$ cat src/rtl/gol_pkg.sv
// gol_pkg: shared sizes and types for the 3x3 Game of Life front end.
// Imported by the loader and by anything that talks to the grid.
package gol_pkg;

  localparam int GOL_ROWS = 3;
  localparam int GOL_COLS = 3;

  typedef enum logic [1:0] {
    LOAD,
    INIT,
    RUN,
    REPORT
  } gol_loader_state_t;

  typedef logic [GOL_ROWS-1:0][GOL_COLS-1:0] gol_board_t;

endpackage

$ cat src/rtl/gol_loader.sv
// gol_loader: serial seed writer, initialise strobe and snapshot capture
// for the Game of Life grid.
module gol_loader
  import gol_pkg::*;
#(
  parameter int ROWS  = GOL_ROWS,
  parameter int COLS  = GOL_COLS,
  parameter int GENS  = 4,
  parameter int CNT_W = 8
) (
  input  logic                       clk,
  input  logic                       reset,
  input  logic                       bit_in,
  input  logic                       bit_valid,
  output logic                       bit_ready,
  input  logic [ROWS-1:0][COLS-1:0]  board_in,
  output logic [ROWS-1:0][COLS-1:0]  grid_in,
  output logic                       initialise,
  output logic [ROWS-1:0][COLS-1:0]  snap,
  output logic                       snap_valid,
  input  logic                       snap_ready,
  output logic                       busy
);

  localparam int RW = (ROWS > 1) ? $clog2(ROWS) : 1;
  localparam int CW = (COLS > 1) ? $clog2(COLS) : 1;

  localparam logic [RW-1:0]    ROW_LAST = RW'(ROWS - 1);
  localparam logic [CW-1:0]    COL_LAST = CW'(COLS - 1);
  localparam logic [CNT_W-1:0] GEN_LAST = CNT_W'(GENS);

  if (GENS < 0 || GENS >= (1 << CNT_W)) begin : g_bad_gens
    $error("gol_loader: GENS must lie in [0, 2**CNT_W)");
  end

  gol_loader_state_t r_state;
  gol_loader_state_t w_next;

  logic [RW-1:0]    r_row;
  logic [CW-1:0]    r_col;
  logic [CNT_W-1:0] r_gen;
  logic             r_snap_valid;

  logic w_take;
  logic w_last_bit;
  logic w_gen_done;

  assign w_take     = bit_ready && bit_valid;
  assign w_last_bit = (r_row == ROW_LAST) && (r_col == COL_LAST);
  assign w_gen_done = (r_gen == GEN_LAST);
  assign busy       = (r_state != LOAD);
  assign snap_valid = r_snap_valid;

  always_ff @(posedge clk or posedge reset) begin
    if (reset) begin
      r_state <= LOAD;
    end else begin
      r_state <= w_next;
    end
  end

  always_comb begin
    w_next     = r_state;
    bit_ready  = 1'b0;
    initialise = 1'b0;
    unique case (r_state)
      LOAD: begin
        bit_ready = 1'b1;
        if (bit_valid && w_last_bit) begin
          w_next = INIT;
        end
      end
      INIT: begin
        initialise = 1'b1;
        w_next     = RUN;
      end
      RUN: begin
        if (w_gen_done) begin
          w_next = REPORT;
        end
      end
      REPORT: begin
        if (r_snap_valid && snap_ready) begin
          w_next = LOAD;
        end
      end
    endcase
  end

  // Row/column pair walks the board row-major, one cell per transfer.
  always_ff @(posedge clk or posedge reset) begin
    if (reset) begin
      r_row <= '0;
      r_col <= '0;
      grid_in <= '0;
    end else if (w_take) begin
      grid_in[r_row][r_col] <= bit_in;
      if (r_col == COL_LAST) begin
        r_col <= '0;
        r_row <= (r_row == ROW_LAST) ? '0 : r_row + 1'b1;
      end else begin
        r_col <= r_col + 1'b1;
      end
    end
  end

  // r_gen tracks which generation board_in currently shows.
  always_ff @(posedge clk or posedge reset) begin
    if (reset) begin
      r_gen        <= '0;
      snap         <= '0;
      r_snap_valid <= 1'b0;
    end else begin
      if (r_state == INIT) begin
        r_gen <= '0;
      end
      if (r_state == RUN) begin
        if (w_gen_done) begin
          snap         <= board_in;
          r_snap_valid <= 1'b1;
        end else begin
          r_gen <= r_gen + 1'b1;
        end
      end
      if (r_state == REPORT && snap_ready) begin
        r_snap_valid <= 1'b0;
      end
    end
  end

endmodule

$ cat config.mk
export PLATFORM = sky130hd
export DESIGN_NAME = gol_loader
export DESIGN_NICKNAME = d
export VERILOG_FILES = /design/src/rtl/gol_pkg.sv /design/src/rtl/gol_loader.sv
export SDC_FILE = /design/constraint.sdc
export NUM_CORES = 1
export LEC_CHECK = 0
export ABC_AREA = 1
export ABC_CLOCK_PERIOD_IN_PS = 2100
export CAP_MARGIN = 40
export CORE_MARGIN = 10
export CORE_UTILIZATION = 50
export CTS_BUF_LIST = sky130_fd_sc_hd__clkbuf_4 sky130_fd_sc_hd__clkbuf_8 sky130_fd_sc_hd__clkbuf_16
export DETAILED_ROUTE_END_ITERATION = 7
export HOLD_SLACK_MARGIN = 0.15
export PLACE_DENSITY = 0.79
export SLEW_MARGIN = 0
export SYNTH_ARGS = -nofsm -noshare
export SYNTH_HDL_FRONTEND = slang
export SYNTH_SLANG_ARGS = --single-unit
$ cat constraint.sdc
create_clock -name clk -period 2.1 [get_ports clk]
set_clock_uncertainty 0.2 [all_clocks]
set_input_delay 0.21 -clock clk [delete_from_list [all_inputs] [get_ports clk]]
set_output_delay 0.21 -clock clk [all_outputs]
set_load 0.02 [all_outputs]
==> metrics, run 1 <==
Max Clk Rate=529 MHz; share of cells above drive strength 1=8.12%; startpoint of the worst hold path=board_in[8]; Boundary Pins=36; period utilization=90.0%; Leak=1.01 nW; Final Hold Viols=0; grt ovf=0; Yosys top cell area share=50.2%; Hold Path Class=primary input to flip-flop; Worst Path Required=1.69 ns; worst-case clock buffer depth=2; largest cells by area after synthesis=dfrtp_1 50%, nand2_1 14%, nand3_1 6.7%, ha_1 4.6%, o21ai_0 4.6%; Synth Flop Type=dfrtp_1; PD cells=1270 nW/um2; crit path from=r_state[1]; count of cell types in the netlist=25; R2R Path End=grid_in[4]; worst r2r src=r_state[1]; Seq/Total Area, Yosys=50.2%; CP arrival=1.48 ns; Worst Tran Pin Value=0.430 ns; die area=5990 um2; Setup crit end=busy; Startpoint Class=flip-flop; CTS tree=done; CTS H-tree lvls=2; status=completed; area leader, netlist=dfrtp_1; antenna fix cells=0; ANT nets after route=0; Max Slew Vio Count=0; drt total wl=3780 um; routability cong.=0.719; R2R setup slack=0.29 ns; DRC Markers=0; Initial Util=53.0%; Worst Slack Setup Final=0.211 ns; most numerous cell in the Yosys netlist=nand2_1; Peak supply drop=0.699 mV; Synth warnings=0; setup TNS=0 ns; GRT Total Usage=13.5%; CP Max Fanout=4; vias in the first global route=1,416; reg2reg path depth=7; global-route wire length before repair=6640 um; Via density=4.97; first-pass detailed-route iteration total=4; First DRT Iteration DRCs=106; Synth Instances=191; total of max-cap violations=0; Netlist Area Pre-Place=1650 um2; Core Area=3100 um2; Max-slew headroom=71.1%; Setup Crit Path Kind=flip-flop to primary output; pre-CTS setup slack=0.295 ns; Root Buffer=clkbuf_4; pin count of the biggest net entering global routing=34; layout net count=253; clk sink count=33; HPWL Detailed=2830 um; I/O Buffers=35; syn avg cell area=8.61 um2; post-CTS setup buffer count=0; Final Hold Slack=0.210 ns; unrepaired setup endpoints after global routing=no; initial antenna violation count=0; Final min period=1.89 ns; height of the die=77.4 um; Tot Pwr=0.00268 W; Die W=77.4 um; Skew-Pair Late Insertion Delay=0.34 ns; Row Count=20; clock buffer count from CTS=5; Post-synth EDFFs=0; Synthesized Nets=211; final setup vio count=0; clk slew on worst S/H paths=0.11 ns; total number of vias=1,382; FFs w/ async S/R, synth=100%; area added between synthesis and finish=28.3%; post-synthesis register bit count=33; wire length per cell=13.6 um; crit end category=primary output; commonest cells in the synthesized netlist=61 x nand2_1, 33 x dfrtp_1, 22 x nand3_1
## how the worst min path moves through the flow
stage / to / depth (start not counted)
after detailed placement: snap[1] / 2
after global placement: snap[4] / 2
final: snap[8] / 3
after floorplan: snap_valid / 1
after global routing: snap[1] / 3
after CTS: snap[8] / 3
## layer usage
| layer | track usage, % | part of all wire, % |
|---|---|---|
| met5 | 0 | 0 |
| met4 | 7.12 | 2.1 |
| met3 | 4.15 | 5.6 |
| met2 | 22.0 | 48 |
| met1 | 15.7 | 44 |
## through the flow
step / area (um2) / utilization [%] / instances
after floorplan: 1650 / - / 191
after global placement: 2030 / 65.6 / 269
after detailed placement: 2030 / 65.6 / 269
after CTS: 2110 / 68.0 / 278
after global routing: 2110 / 68.0 / 278
final: 2110 / 68.0 / 278
## where the power goes
part / switching, W / internal, W / total, W
clock: 0.000218 / 0.000194 / 0.000412
combinational: 0.000747 / 0.000517 / 0.00126
sequential: 0.000158 / 0.000844 / 0.00100
total: 0.00112 / 0.00156 / 0.00268
## placed cells by master (no fill, tap or decap), types with 2 or more instances in the layout
| cell | Yosys | routed |
|---|---|---|
| nand4_1 | 3 | 3 |
| nand3b_1 | 2 | 2 |
| nand2_2 | 2 | 2 |
| inv_1 | 18 | 18 |
| dlygate4sd2_1 | 0 | 3 |
| clkbuf_4 | 0 | 5 |
| clkbuf_8 | 0 | 2 |
| ha_1 | 6 | 6 |
| xor2_1 | 3 | 3 |
| nand3_1 | 22 | 22 |
| dfrtp_1 | 33 | 33 |
| nor3_1 | 2 | 2 |
| buf_4 | 0 | 3 |
| clkdlybuf4s50_1 | 0 | 32 |
| a21o_1 | 2 | 2 |
| nand2_1 | 61 | 61 |
| nor2_1 | 7 | 7 |
| a21oi_2 | 2 | 2 |
| o21ai_0 | 15 | 15 |
## cell type report
type / instances / area (um2)
Sequential cell: 33 / 826
Inverter: 19 / 71.3
Multi-Input combinational cell: 135 / 709
Fill cell: 284 / 992
Timing Repair Buffer: 39 / 379
Tap cell: 44 / 55.1
Clock inverter: 1 / 5.00
Clock buffer: 7 / 65.1
## cells by family (layout without fill, tap and decap cells)
kind of cell / after synthesis / after routing / share of synthesized area (%)
buf+inv: 23 / 66 / 6.69
fa+ha+maj: 6 / 6 / 4.56
flops: 33 / 33 / 50.2
simple gates: 102 / 102 / 27.8
compound gates: 23 / 23 / 8.67
xor+xnor: 4 / 4 / 2.13
## registers in the layout (all words and copies together), names as in the netlist
| signal | flops |
|---|---|
| grid_in | 9 |
| r_state | 2 |
| r_gen | 8 |
| snap_valid | 1 |
| r_col | 2 |
| r_row | 2 |
| snap | 9 |
## critical path, stage by stage (launching register included)
cell	delay [ns]
dfrtp_1	0.42
inv_1	0.08
ha_1	0.20
inv_1	0.08
dlygate4sd2_1	0.34
## timing repair
| item | 4_1_cts | 5_1_grt |
|---|---|---|
| hold buffers | 1 | 0 |
| endpoints found under the setup margin | 3 | 0 |
| endpoints found under the hold margin | 33 | 0 |
| gates resized for setup | 3 | 0 |
Power figures use the tool's default switching activity.
==> inputs of run 2 (changes only) <==
--- a/config.mk
+++ b/config.mk
@@ -6,7 +6,7 @@
 export NUM_CORES = 1
 export LEC_CHECK = 0
 export ABC_AREA = 1
-export ABC_CLOCK_PERIOD_IN_PS = 2100
+export ABC_CLOCK_PERIOD_IN_PS = 1900
 export CAP_MARGIN = 40
 export CORE_MARGIN = 10
 export CORE_UTILIZATION = 50
==> constraint.sdc (replaced) <==
create_clock -name clk -period 1.9 [get_ports clk]
set_clock_uncertainty 0.2 [all_clocks]
set_input_delay 0.19 -clock clk [delete_from_list [all_inputs] [get_ports clk]]
set_output_delay 0.19 -clock clk [all_outputs]
set_load 0.02 [all_outputs]
==> run 2 against run 1 <==
First-iteration DRC count is 7.5% lower. Via count is 1.7% lower. Routed wire length is 5.0% lower. Sequential power is 11% higher. Hold slack better by 0.0012 ns. Cell area is 1.3% higher. Register-to-register slack worse by 0.12 ns. Count of clock-buffer cells in the layout stayed put. Total power is 14% higher. Clock power is 36% higher. Critical endpoint is now bit_ready. Largest cell class unchanged.
==> metrics, run 2 (synthesized netlist as in run 1, its figures left out) <==
crit end category=primary output; CP arrival=1.42 ns; global-route wire length before repair=6260 um; delay of the slowest critical-path stage=0.44 ns; Startpoint Class=flip-flop; First DRT Iteration DRCs=98; Worst Tran Pin Value=0.408 ns; vias in the first global route=1,307; first-pass detailed-route iteration total=5; worst-case clock buffer depth=2; CTS H-tree lvls=2; total number of vias=1,359; Final Instance Count excl. Fillers=278; period utilization=95.1%; clk sink count=33; CP max-delay cell=dfrtp_1; placed cell count=269; commonest cells after routing, fill and taps aside=61 x nand2_1, 33 x dfrtp_1, 32 x clkdlybuf4s50_1; drt total wl=3590 um; height of the die=77.4 um; startpoint of the worst hold path=board_in[3]; GRT Total Usage=12.6%; most common cell after layout, fill and taps aside=nand2_1; Fill cells=268; status=completed; Peak supply drop=0.874 mV; area added between synthesis and finish=30.0%; ANT nets after route=0; Row Count=20; CP Max Fanout=4; clock buffer count from CTS=5; setup TNS=0 ns; Initial Util=53.0%; Largest regs=grid_in: 9 flops, snap: 9 flops, r_gen: 8 flops; pin count of the biggest net entering global routing=34; worst r2r src=r_state[0]; DRC Markers=0; Skew-Pair Late Insertion Delay=0.33 ns; Leak=1.02 nW; grt ovf=0; initial antenna violation count=0; worst hold path depth=3; final setup vio count=0; antenna fix cells=0; Max Clk Rate=553 MHz; clk slew on worst S/H paths=0.11 ns; wire length per cell=12.9 um; R2R setup slack=0.17 ns; CTS tree=done; Max Slew Vio Count=0; share of cells above drive strength 1=9.83%; die area=5990 um2; layout net count=253; Hold EP=snap[3]; Die W=77.4 um; Hold Path Class=primary input to flip-flop; Setup Crit Path Kind=flip-flop to primary output; crit-path cells=inv_1 -> ha_1 -> dlygate4sd2_1; PD cells=1430 nW/um2; Via density=4.89; Boundary Pins=36; Max-slew headroom=72.8%; R2R Path End=grid_in[5]; post-CTS setup buffer count=0; Final min period=1.81 ns; HPWL Detailed=2610 um; Core Area=3100 um2; Final Hold Viols=0; unrepaired setup endpoints after global routing=yes; Worst Path Required=1.51 ns; Root Buffer=clkbuf_4; reg2reg path depth=7; total of max-cap violations=0; I/O Buffers=35; routability cong.=0.803
run 2: changes by cell type in the layout (fill, tap and decap cells not counted), sizes merged:
cell	previous run	this run
clkbuf	7	8
bufinv	0	1
dlygate4sd2	3	2
clkinv	2	1
run 2: how the worst max path moves through the flow:
stage | start | endpoint | slack (ns) | cells after the start
CTS | r_state[0] | busy | 0.003 | 4
global placement | r_state[0] | busy | 0.16 | 4
global route | r_state[0] | grid_in[7] | -0.02 | 7
floorplan | r_state[0] | grid_in[0] | 0.16 | 7
finish | r_state[0] | bit_ready | 0.09 | 3
detailed placement | r_state[0] | grid_in[7] | 0.11 | 7
run 2: what timing repair did:
action | 4_1_cts | 5_1_grt
cloned | 0 | 0
hold endpoints to repair | 33 | 0
hold buffers | 1 | 0
resized for setup | 3 | 5
setup endpoints to repair | 3 | 6
run 2: area by class of cell:
class	instances	area (um2)	area share, %
inverter	19	71.3	3.34
sequential	33	826	38.6
timing repair buffer	39	375	17.6
clock buffer	7	58.8	2.75
clock inverter	1	30.0	1.40
tap	44	55.1	2.57
multi-input combinational	135	722	33.8
run 2: per-layer routing:
metal / routed length [um] / track usage (%) / up-vias / share of wire [%]
li1: - / - / 701 / -
met1: 1690 / 16.1 / 627 / 47
met2: 1650 / 19.1 / 29 / 46
met3: 198 / 3.92 / 2 / 5.5
met4: 48 / 5.47 / 0 / 1.3
met5: 0 / 0 / - / 0
run 2: through the flow:
stage | hold slack, ns | worst slack, ns | total power [W] | area [um2] | utilization, %
after global routing | 0.209 | -0.0156 | 0.00329 | 2140 | 68.9
after floorplan | 0.0679 | 0.157 | 0.00198 | 1650 | -
after CTS | 0.197 | 0.00252 | 0.00308 | 2130 | 68.6
final | 0.211 | 0.0922 | 0.00305 | 2140 | 68.9
after global placement | 0.253 | 0.156 | 0.00251 | 2030 | 65.6
after detailed placement | 0.258 | 0.112 | 0.00253 | 2030 | 65.6
run 2: power by group:
group	internal (W)	switching (W)
clock	0.000329	0.000232
combinational	0.000566	0.000818
sequential	0.000933	0.000173
run 2: worst max-delay path: cells and delay by family, from the launching register on:
kind,cells,cell delay [ns]
adder cells (fa/ha/maj),1,0.19
flip-flops,1,0.44
buffers and inverters,2,0.46
==> inputs of run 3 (changes only) <==
--- a/config.mk
+++ b/config.mk
@@ -11,6 +11,7 @@
 export CORE_MARGIN = 10
 export CORE_UTILIZATION = 50
 export CTS_BUF_LIST = sky130_fd_sc_hd__clkbuf_4 sky130_fd_sc_hd__clkbuf_8 sky130_fd_sc_hd__clkbuf_16
+export CTS_CLUSTER_SIZE = 28
 export DETAILED_ROUTE_END_ITERATION = 7
 export HOLD_SLACK_MARGIN = 0.15
 export PLACE_DENSITY = 0.79
==> results of run 3 <==
The final DEF is identical to that of run 2; final timing and power are the same.
